### config.mk
export PLATFORM = sky130hd
export DESIGN_NAME = apb_regfile_slave
export DESIGN_NICKNAME = d
export VERILOG_FILES = /design/src/rtl/apb_regfile_pkg.sv /design/src/rtl/apb_regfile_decode.sv /design/src/rtl/apb_regfile_slave.sv
export SDC_FILE = /design/constraint.sdc
export NUM_CORES = 1
export LEC_CHECK = 0
export CAP_MARGIN = 20
export CELL_PAD_IN_SITES_DETAIL_PLACEMENT = 1
export CELL_PAD_IN_SITES_GLOBAL_PLACEMENT = 1
export CORE_AREA = 4 4 244 246
export DETAILED_ROUTE_END_ITERATION = 10
export DIE_AREA = 0 0 248 250
export PLACE_DENSITY = 0.77
export SYNTH_ARGS = -nofsm -noshare
export SYNTH_HDL_FRONTEND = slang
export SYNTH_SLANG_ARGS = --single-unit
### constraint.sdc
create_clock -name pclk -period 7.5 [get_ports pclk]
set_input_delay 2.25 -clock pclk [delete_from_list [all_inputs] [get_ports pclk]]
set_output_delay 2.25 -clock pclk [all_outputs]
set_load 0.01 [all_outputs]
### src/rtl/apb_regfile_pkg.sv
// Shared types, constants and helpers for the APB register-file completer.
package apb_regfile_pkg;

  // Completer transfer state: waiting for a setup phase, or inside the access phase.
  typedef enum logic [0:0] {
    IDLE   = 1'b0,
    ACCESS = 1'b1
  } apb_state_e;

  // Registers are 32-bit words, so the two low address bits select a byte.
  localparam int unsigned ADDR_LSB = 2;
  localparam int unsigned STRB_W   = 4;

  // True when paddr falls inside [base, base + 4*num). The arithmetic is done
  // in 64 bits so the upper bound cannot wrap for bases near the top of the map.
  function automatic logic addr_in_range(input logic [63:0] paddr,
                                         input logic [63:0] base,
                                         input int unsigned num);
    return (paddr >= base) && (paddr < (base + (64'(num) << ADDR_LSB)));
  endfunction

endpackage

### src/rtl/apb_regfile_decode.sv
// Combinational address decode of the captured transfer address: validity,
// register index and whether the addressed register is read-only.
module apb_regfile_decode
  import apb_regfile_pkg::*;
#(
  parameter int unsigned         ADDR_W    = 32,
  parameter int unsigned         NUM_REGS  = 8,
  parameter logic [ADDR_W-1:0]   BASE_ADDR = 32'hA000,
  parameter logic [NUM_REGS-1:0] RO_MASK   = '0,
  parameter int unsigned         IDX_W     = 3
) (
  input  logic [ADDR_W-1:0] addr,
  output logic              valid,
  output logic [IDX_W-1:0]  idx,
  output logic              ro_hit
);

  // Range plus word alignment gives validity; the index is the word offset from the base.
  always_comb begin
    valid  = addr_in_range(64'(addr), 64'(BASE_ADDR), NUM_REGS) &&
             (addr[ADDR_LSB-1:0] == '0);
    idx    = IDX_W'((addr - BASE_ADDR) >> ADDR_LSB);
    ro_hit = 1'b0;
    for (int i = 0; i < NUM_REGS; i++) begin
      if (valid && (idx == IDX_W'(i)) && RO_MASK[i]) begin
        ro_hit = 1'b1;
      end
    end
  end

endmodule

### src/rtl/apb_regfile_slave.sv
// APB4 completer fronting a bank of 32-bit registers with wait states,
// byte strobes, read-only slots backed by hw_status, and error responses.
//
// Handshake: a transfer starts with a setup cycle (psel & !penable) in IDLE;
// the completer then holds pready low for WAIT_STATES cycles of the access
// phase and raises it for the completing cycle. The transfer completes on the
// clock edge where psel & penable & pready are all high; prdata/pslverr are
// meaningful only while pready is high. Dropping psel before that edge aborts
// the transfer with no side effects.
module apb_regfile_slave
  import apb_regfile_pkg::*;
#(
  parameter int unsigned         DATA_W      = 32,
  parameter int unsigned         ADDR_W      = 32,
  parameter int unsigned         NUM_REGS    = 8,
  parameter logic [ADDR_W-1:0]   BASE_ADDR   = 32'hA000,
  parameter int unsigned         WAIT_STATES = 0,
  parameter logic [NUM_REGS-1:0] RO_MASK     = '0,
  parameter logic [DATA_W-1:0]   RESET_VAL   = '0
) (
  input  logic                       pclk,
  input  logic                       preset,
  input  logic                       psel,
  input  logic                       penable,
  input  logic                       pwrite,
  input  logic [ADDR_W-1:0]          paddr,
  input  logic [DATA_W-1:0]          pwdata,
  input  logic [STRB_W-1:0]          pstrb,
  output logic [DATA_W-1:0]          prdata,
  output logic                       pready,
  output logic                       pslverr,
  input  logic [NUM_REGS*DATA_W-1:0] hw_status,
  output logic [NUM_REGS*DATA_W-1:0] reg_q,
  output logic [NUM_REGS-1:0]        reg_wr,
  output apb_state_e                 dbg_state
);

  localparam int unsigned IDX_W = (NUM_REGS > 1) ? $clog2(NUM_REGS) : 1;
  localparam int unsigned CNT_W = 4;

  if (DATA_W != 32) begin : g_bad_data_w
    $error("apb_regfile_slave: DATA_W must be 32");
  end
  if ((NUM_REGS < 1) || (NUM_REGS > 256)) begin : g_bad_num_regs
    $error("apb_regfile_slave: NUM_REGS must be 1..256");
  end
  if (WAIT_STATES > 15) begin : g_bad_wait
    $error("apb_regfile_slave: WAIT_STATES must be 0..15");
  end
  if (BASE_ADDR[ADDR_LSB-1:0] != '0) begin : g_bad_base
    $error("apb_regfile_slave: BASE_ADDR must be 4-aligned");
  end

  apb_state_e         state_q, state_d;
  logic [CNT_W-1:0]   cnt_q, cnt_d;
  logic [ADDR_W-1:0]  addr_q, addr_d;
  logic               write_q, write_d;
  logic [DATA_W-1:0]  wdata_q, wdata_d;
  logic [STRB_W-1:0]  strb_q, strb_d;
  logic               pready_q, pready_d;
  logic [DATA_W-1:0]  prdata_q, prdata_d;
  logic               pslverr_q, pslverr_d;
  logic [NUM_REGS-1:0] reg_wr_q, reg_wr_d;
  logic [DATA_W-1:0]  regs_q [NUM_REGS];
  logic [DATA_W-1:0]  regs_d [NUM_REGS];
  logic               commit;
  logic [DATA_W-1:0]  rd_val;
  logic               dec_valid;
  logic [IDX_W-1:0]   dec_idx;
  logic               dec_ro;

  // Capture address/control/data during the setup cycle; hold them through access.
  always_comb begin
    addr_d  = addr_q;
    write_d = write_q;
    wdata_d = wdata_q;
    strb_d  = strb_q;
    if ((state_q == IDLE) && psel && !penable) begin
      addr_d  = paddr;
      write_d = pwrite;
      wdata_d = pwdata;
      strb_d  = pstrb;
    end
  end

  // The decode looks at the value being captured so a zero-wait response can
  // be loaded on the same edge that captures the setup phase.
  apb_regfile_decode #(
    .ADDR_W   (ADDR_W),
    .NUM_REGS (NUM_REGS),
    .BASE_ADDR(BASE_ADDR),
    .RO_MASK  (RO_MASK),
    .IDX_W    (IDX_W)
  ) u_decode (
    .addr  (addr_d),
    .valid (dec_valid),
    .idx   (dec_idx),
    .ro_hit(dec_ro)
  );

  // Next-state logic: setup entry, wait-state countdown, completion and abort.
  always_comb begin
    state_d = state_q;
    cnt_d   = cnt_q;
    commit  = 1'b0;
    unique case (state_q)
      IDLE: begin
        // psel & penable without a preceding setup is ignored.
        if (psel && !penable) begin
          state_d = ACCESS;
          cnt_d   = CNT_W'(WAIT_STATES);
        end
      end
      ACCESS: begin
        if (!psel) begin
          state_d = IDLE;
          cnt_d   = '0;
        end else if (penable && pready_q) begin
          state_d = IDLE;
          commit  = write_q && dec_valid && !dec_ro;
        end else if (cnt_q != '0) begin
          cnt_d = cnt_q - 1'b1;
        end
      end
      default: state_d = IDLE;
    endcase
  end

  // Byte-strobed register update and write pulse on the completing edge.
  always_comb begin
    regs_d   = regs_q;
    reg_wr_d = '0;
    for (int i = 0; i < NUM_REGS; i++) begin
      if (commit && (dec_idx == IDX_W'(i))) begin
        reg_wr_d[i] = 1'b1;
        for (int b = 0; b < STRB_W; b++) begin
          if (strb_q[b]) begin
            regs_d[i][8*b +: 8] = wdata_q[8*b +: 8];
          end
        end
      end
      if (RO_MASK[i]) begin
        regs_d[i] = '0;
      end
    end
  end

  // Response: pready is a decode of the next state; data/error load as it rises.
  always_comb begin
    rd_val = '0;
    for (int i = 0; i < NUM_REGS; i++) begin
      if (dec_idx == IDX_W'(i)) begin
        rd_val = RO_MASK[i] ? hw_status[i*DATA_W +: DATA_W] : regs_q[i];
      end
    end
    pready_d  = (state_d == ACCESS) && (cnt_d == '0);
    prdata_d  = '0;
    pslverr_d = 1'b0;
    if (pready_d && pready_q) begin
      prdata_d  = prdata_q;
      pslverr_d = pslverr_q;
    end else if (pready_d) begin
      pslverr_d = !dec_valid || (write_d && dec_ro);
      prdata_d  = (dec_valid && !write_d) ? rd_val : '0;
    end
  end

  // State, capture, response and register-bank flops with synchronous reset.
  always_ff @(posedge pclk) begin
    if (preset) begin
      state_q   <= IDLE;
      cnt_q     <= '0;
      addr_q    <= '0;
      write_q   <= 1'b0;
      wdata_q   <= '0;
      strb_q    <= '0;
      pready_q  <= 1'b0;
      prdata_q  <= '0;
      pslverr_q <= 1'b0;
      reg_wr_q  <= '0;
      for (int i = 0; i < NUM_REGS; i++) begin
        regs_q[i] <= RO_MASK[i] ? '0 : RESET_VAL;
      end
    end else begin
      state_q   <= state_d;
      cnt_q     <= cnt_d;
      addr_q    <= addr_d;
      write_q   <= write_d;
      wdata_q   <= wdata_d;
      strb_q    <= strb_d;
      pready_q  <= pready_d;
      prdata_q  <= prdata_d;
      pslverr_q <= pslverr_d;
      reg_wr_q  <= reg_wr_d;
      regs_q    <= regs_d;
    end
  end

  for (genvar g = 0; g < NUM_REGS; g++) begin : g_reg_q
    assign reg_q[g*DATA_W +: DATA_W] = regs_q[g];
  end

  assign prdata    = prdata_q;
  assign pready    = pready_q;
  assign pslverr   = pslverr_q;
  assign reg_wr    = reg_wr_q;
  assign dbg_state = state_q;

endmodule

==> reports/results.txt <==
STA puts the critical path data required time at 7920 ps. For the cts-stage hold buffer count, the log shows 0. For the achievable clock frequency, the log shows 177 MHz. Setup repair after global routing left no endpoint under its margin. The count of distinct cell types in the synthesized netlist is 53, and the routability congestion estimate is 0.858. The largest stage delay on the critical path works out to 910 ps. The vertical die dimension is 250 um, and the flip-flop and latch area is 0.00745 mm2. During placement, the flow inserted port buffers numbering 371.

The largest family of logic cells by synthesized area is multiplexers. The synthesized-area fraction occupied by and/or/nand/nor cells is 0.148, and the number of max-cap violations is 0. The arrival time at the worst endpoint is 6080 ps, and the post-detailed-route count of antenna-violating nets is 0. The pre-antenna-repair detailed-routing pass consisted of 5 iterations.

Power spread over the standard cell area amounts to 209 mW/mm2. The final number of hold-violating endpoints is 0. The chip width works out to 248 um. The logs give 0 for the number of gates given a new drive strength after cts and 628 for the I/O pin total. The fraction of power consumed by sequential logic is 0.441. The number of global-route vias before repair came out at 15600. The final clock period utilization by the worst path is 0.754, and the post-synthesis xor/xnor area fraction is 0.000546. The sum of routed wire length over all layers was 70.9 mm; the share of total power in the clock network was 0.495. The maximum ir drop on the vdd rail is 0.135 mV, and the area growth from synthesis to final layout is 37.2%. The signal on the critical path passes through clkdlybuf4s50_1 -> or3b_4 -> mux2_4 -> nor2b_1 -> o2111ai_4 -> mux2i_1 -> nor2_1.

Instance area at placement: 0.0204 mm2. The proportion of total power due to net switching is 0.246. The fraction of the mapped netlist area in adder cells was 0.000780; the flop and latch count out of synthesis was 372. In this design, the largest share of critical-path delay is due to simple AND/OR/NAND/NOR gates.

The floorplan step defined a die boundary enclosing 0.0620 mm2. The maximum fanout along the worst path is 52, and the total core area is 0.0574 mm2. The maximum number of pins on one net before global-route repair is 107. The number of remaining DRC errors was 0. For this design the total switching power over the nets is 1.13 mW. For the core occupancy in the finished layout, the log shows 0.384. The logs give 0.280 for the starting density of the core and 372 for the number of clock sinks. The tools report the worst slew slack as a fraction of its limit as 0.264.

The final critical-path required period was 5660 ps. The count of pins over their slew limit is 0, and the cell depth of the worst hold path is 2. The fraction of layout cells with a size suffix above 1 is 0.0797, and the initial antenna violation count is 2.

The later pin in the worst-skew pair is clocked with a latency of 580 ps. The sequential area share after synthesis was 0.464. The cell count after synthesis came out at 1710. The total overflow left after global routing is 0. The path type of the worst setup path is input port to flip-flop. The finished cells cover 0.0220 mm2.

The number of cells on the worst reg-to-reg path is 6. The floorplan has 88 rows. The run gives 2040 as the number of nets produced by synthesis. The average vias per placed instance came out at 5.26.

At the pin with the least slew margin, the transition time is 1080 ps. After clock tree synthesis, the setup repair step added 0 buffers. The number of buffers on the longest clock path came out at 3. 0 antenna diodes ended up in the layout. The worst setup path is captured at a flip-flop. Summed over all nets, the half-perimeter wirelength after detailed placement is 48.2 mm. The mux contribution to synthesized area is 0.177, and the part of the total power dissipated in combinational logic is 0.064.

Number of CTS-inserted buffers: 43. The layout has 6500 filler cells. The clock tree synthesis step divided the H-tree into 2 levels. The combined global-route utilization of all metal layers was 0.219; the mean routed wirelength per cell was 25.2 um.

The detailed router finished its first iteration with 892 violations. Summed over all cells, the static leakage comes to 9.13 nW. STA classifies the critical path startpoint as an input port. The root buffer cell chosen for the clock tree is sky130_fd_sc_hd__clkbuf_16. TritonCTS built the clock tree. The synthesized netlist occupies a cell area of 0.0160 mm2. The slowest stage cell on the critical path is sky130_fd_sc_hd__or3b_4. The clock slew at the register clock pins of the worst setup and hold paths works out to 60 ps.

The tools report the total number of yosys warnings as 0. Setup violations remaining at the end of the flow were counted as 0. The run finished with clean final reports. Number of buffer and inverter stages on the critical path: 1. Type of the tightest min-delay check: flip-flop to flip-flop.

The logs give 14800 for the total number of vias and 3.47 mW for the design internal power. The first global-routing pass estimated 102 mm of wire. The average footprint of a synthesized cell is 9.38 um2, and the area fraction in compound gates after synthesis is 0.168. The cell count along the critical path is 7. The run gives 0.00800 mm2 as the area used by multi-input combinational logic. For the count of nets after finishing, the log shows 2340.

The clock arrives with 25.0 ps of skew. The final sum of negative setup slack was 0 ps.
-- state kept, by name, summed over array words and instances (netlist names) --
register / flops
wdata_q: 32
prdata: 32
reg_q: 256
addr_q: 32
reg_wr: 8
cnt_q: 4
dbg_state: 1
pslverr: 1
write_q: 1
pready: 1
strb_q: 4
-- kinds of logic after synthesis --
logic type | Yosys count
XOR/XNOR | 1
flip-flops | 372
AO/OA/AOI/OAI | 329
AND/OR/NAND/NOR | 571
adder cells (fa/ha/maj) | 1
multiplexers | 281
buffers and inverters | 155
-- cell type report --
| cell class | instances | share of cell area |
|---|---|---|
| Timing Repair Buffer | 403 | 0.183 |
| Multi-Input combinational cell | 1183 | 0.363 |
| Inverter | 7 | 0.00119 |
| Sequential cell | 372 | 0.338 |
| Clock inverter | 22 | 0.0141 |
| Tap cell | 765 | 0.0435 |
| Clock buffer | 58 | 0.0565 |
-- worst min-delay path, cell delays in order (launching register included) --
cell,delay (ps)
sky130_fd_sc_hd__dfxtp_1,310
sky130_fd_sc_hd__nand2_1,50
sky130_fd_sc_hd__a21oi_1,50
-- cell usage after synthesis, drive strengths merged --
cell type | instances | area share
a2111o | 1 | 0.00070
a21oi | 72 | 0.024
a221oi | 12 | 0.0066
a22oi | 27 | 0.013
a31oi | 26 | 0.010
and2 | 6 | 0.0023
and3 | 13 | 0.0051
buf | 41 | 0.014
clkbuf | 107 | 0.025
dfxtp | 372 | 0.46
ha | 1 | 0.00078
inv | 7 | 0.0016
mux2 | 5 | 0.0037
mux2i | 276 | 0.17
nand2 | 207 | 0.048
nand2b | 3 | 0.0012
nand3 | 29 | 0.0090
nand3b | 2 | 0.00094
nand4 | 3 | 0.0012
nor2 | 273 | 0.064
nor2b | 5 | 0.0019
nor3 | 9 | 0.0038
nor3b | 4 | 0.0026
nor4 | 8 | 0.0031
nor4b | 4 | 0.0022
o2111a | 1 | 0.00070
o2111ai | 32 | 0.052
o211ai | 2 | 0.00094
o21a | 1 | 0.00047
o21ai | 94 | 0.029
o221ai | 32 | 0.017
o22ai | 26 | 0.010
o31ai | 1 | 0.0013
o32ai | 1 | 0.00055
o41a | 1 | 0.00070
or3 | 2 | 0.00078
or3b | 1 | 0.00055
or4 | 1 | 0.00047
or4b | 1 | 0.00086
xnor2 | 1 | 0.00055
-- path summary, 6_finish.rpt --
kind | start | end | slack [ps]
worst min register to register | addr_q[12] | addr_q[12] | 460
worst max register to register | dbg_state | reg_q[149] | 3680
worst max-delay path | psel | reg_q[149] | 1840
worst min-delay path | addr_q[12] | addr_q[12] | 460
-- through the flow --
step	cells	hold WS [ps]	setup WS, ps	power, mW
2_1_floorplan	1710	432	3270	2.22
3_3_place_gp	2727	442	1370	2.35
3_5_place_dp	2727	449	1230	2.36
4_1_cts	2807	457	1840	4.65
5_1_grt	2810	479	1650	4.75
6_report	2810	457	1840	4.60
-- power by group through the flow --
stage / logic, mW / registers (mW) / clock network (mW)
2_1_floorplan: 0.176 / 2.04 / 0
3_3_place_gp: 0.281 / 2.07 / 0
3_5_place_dp: 0.288 / 2.07 / 0
4_1_cts: 0.290 / 2.03 / 2.33
5_1_grt: 0.311 / 2.03 / 2.40
6_report: 0.295 / 2.03 / 2.28
-- routing by layer --
| layer | vias up | share of wire | global-route usage |
|---|---|---|---|
| met5 | - | 0.00041 | 0 |
| met3 | 128 | 0.088 | 0.0695 |
| met2 | 567 | 0.45 | 0.347 |
| met4 | 4 | 0.028 | 0.0656 |
| li1 | 6625 | - | - |
| met1 | 7456 | 0.44 | 0.284 |
-- layout by cell type, fill, tap and decap left out, types with 29 or more instances in the layout --
cell,synthesis,layout
sky130_fd_sc_hd__a21oi_1,70,70
sky130_fd_sc_hd__clkbuf_16,0,43
sky130_fd_sc_hd__clkdlybuf4s50_1,0,370
sky130_fd_sc_hd__dfxtp_1,372,371
sky130_fd_sc_hd__mux2i_1,272,270
sky130_fd_sc_hd__nand2_1,207,207
sky130_fd_sc_hd__nand3_1,29,29
sky130_fd_sc_hd__nor2_1,273,273
sky130_fd_sc_hd__o2111ai_4,32,32
sky130_fd_sc_hd__o21ai_0,73,73
sky130_fd_sc_hd__o221ai_1,32,32
Note: power is estimated with default switching activity, not from simulation.
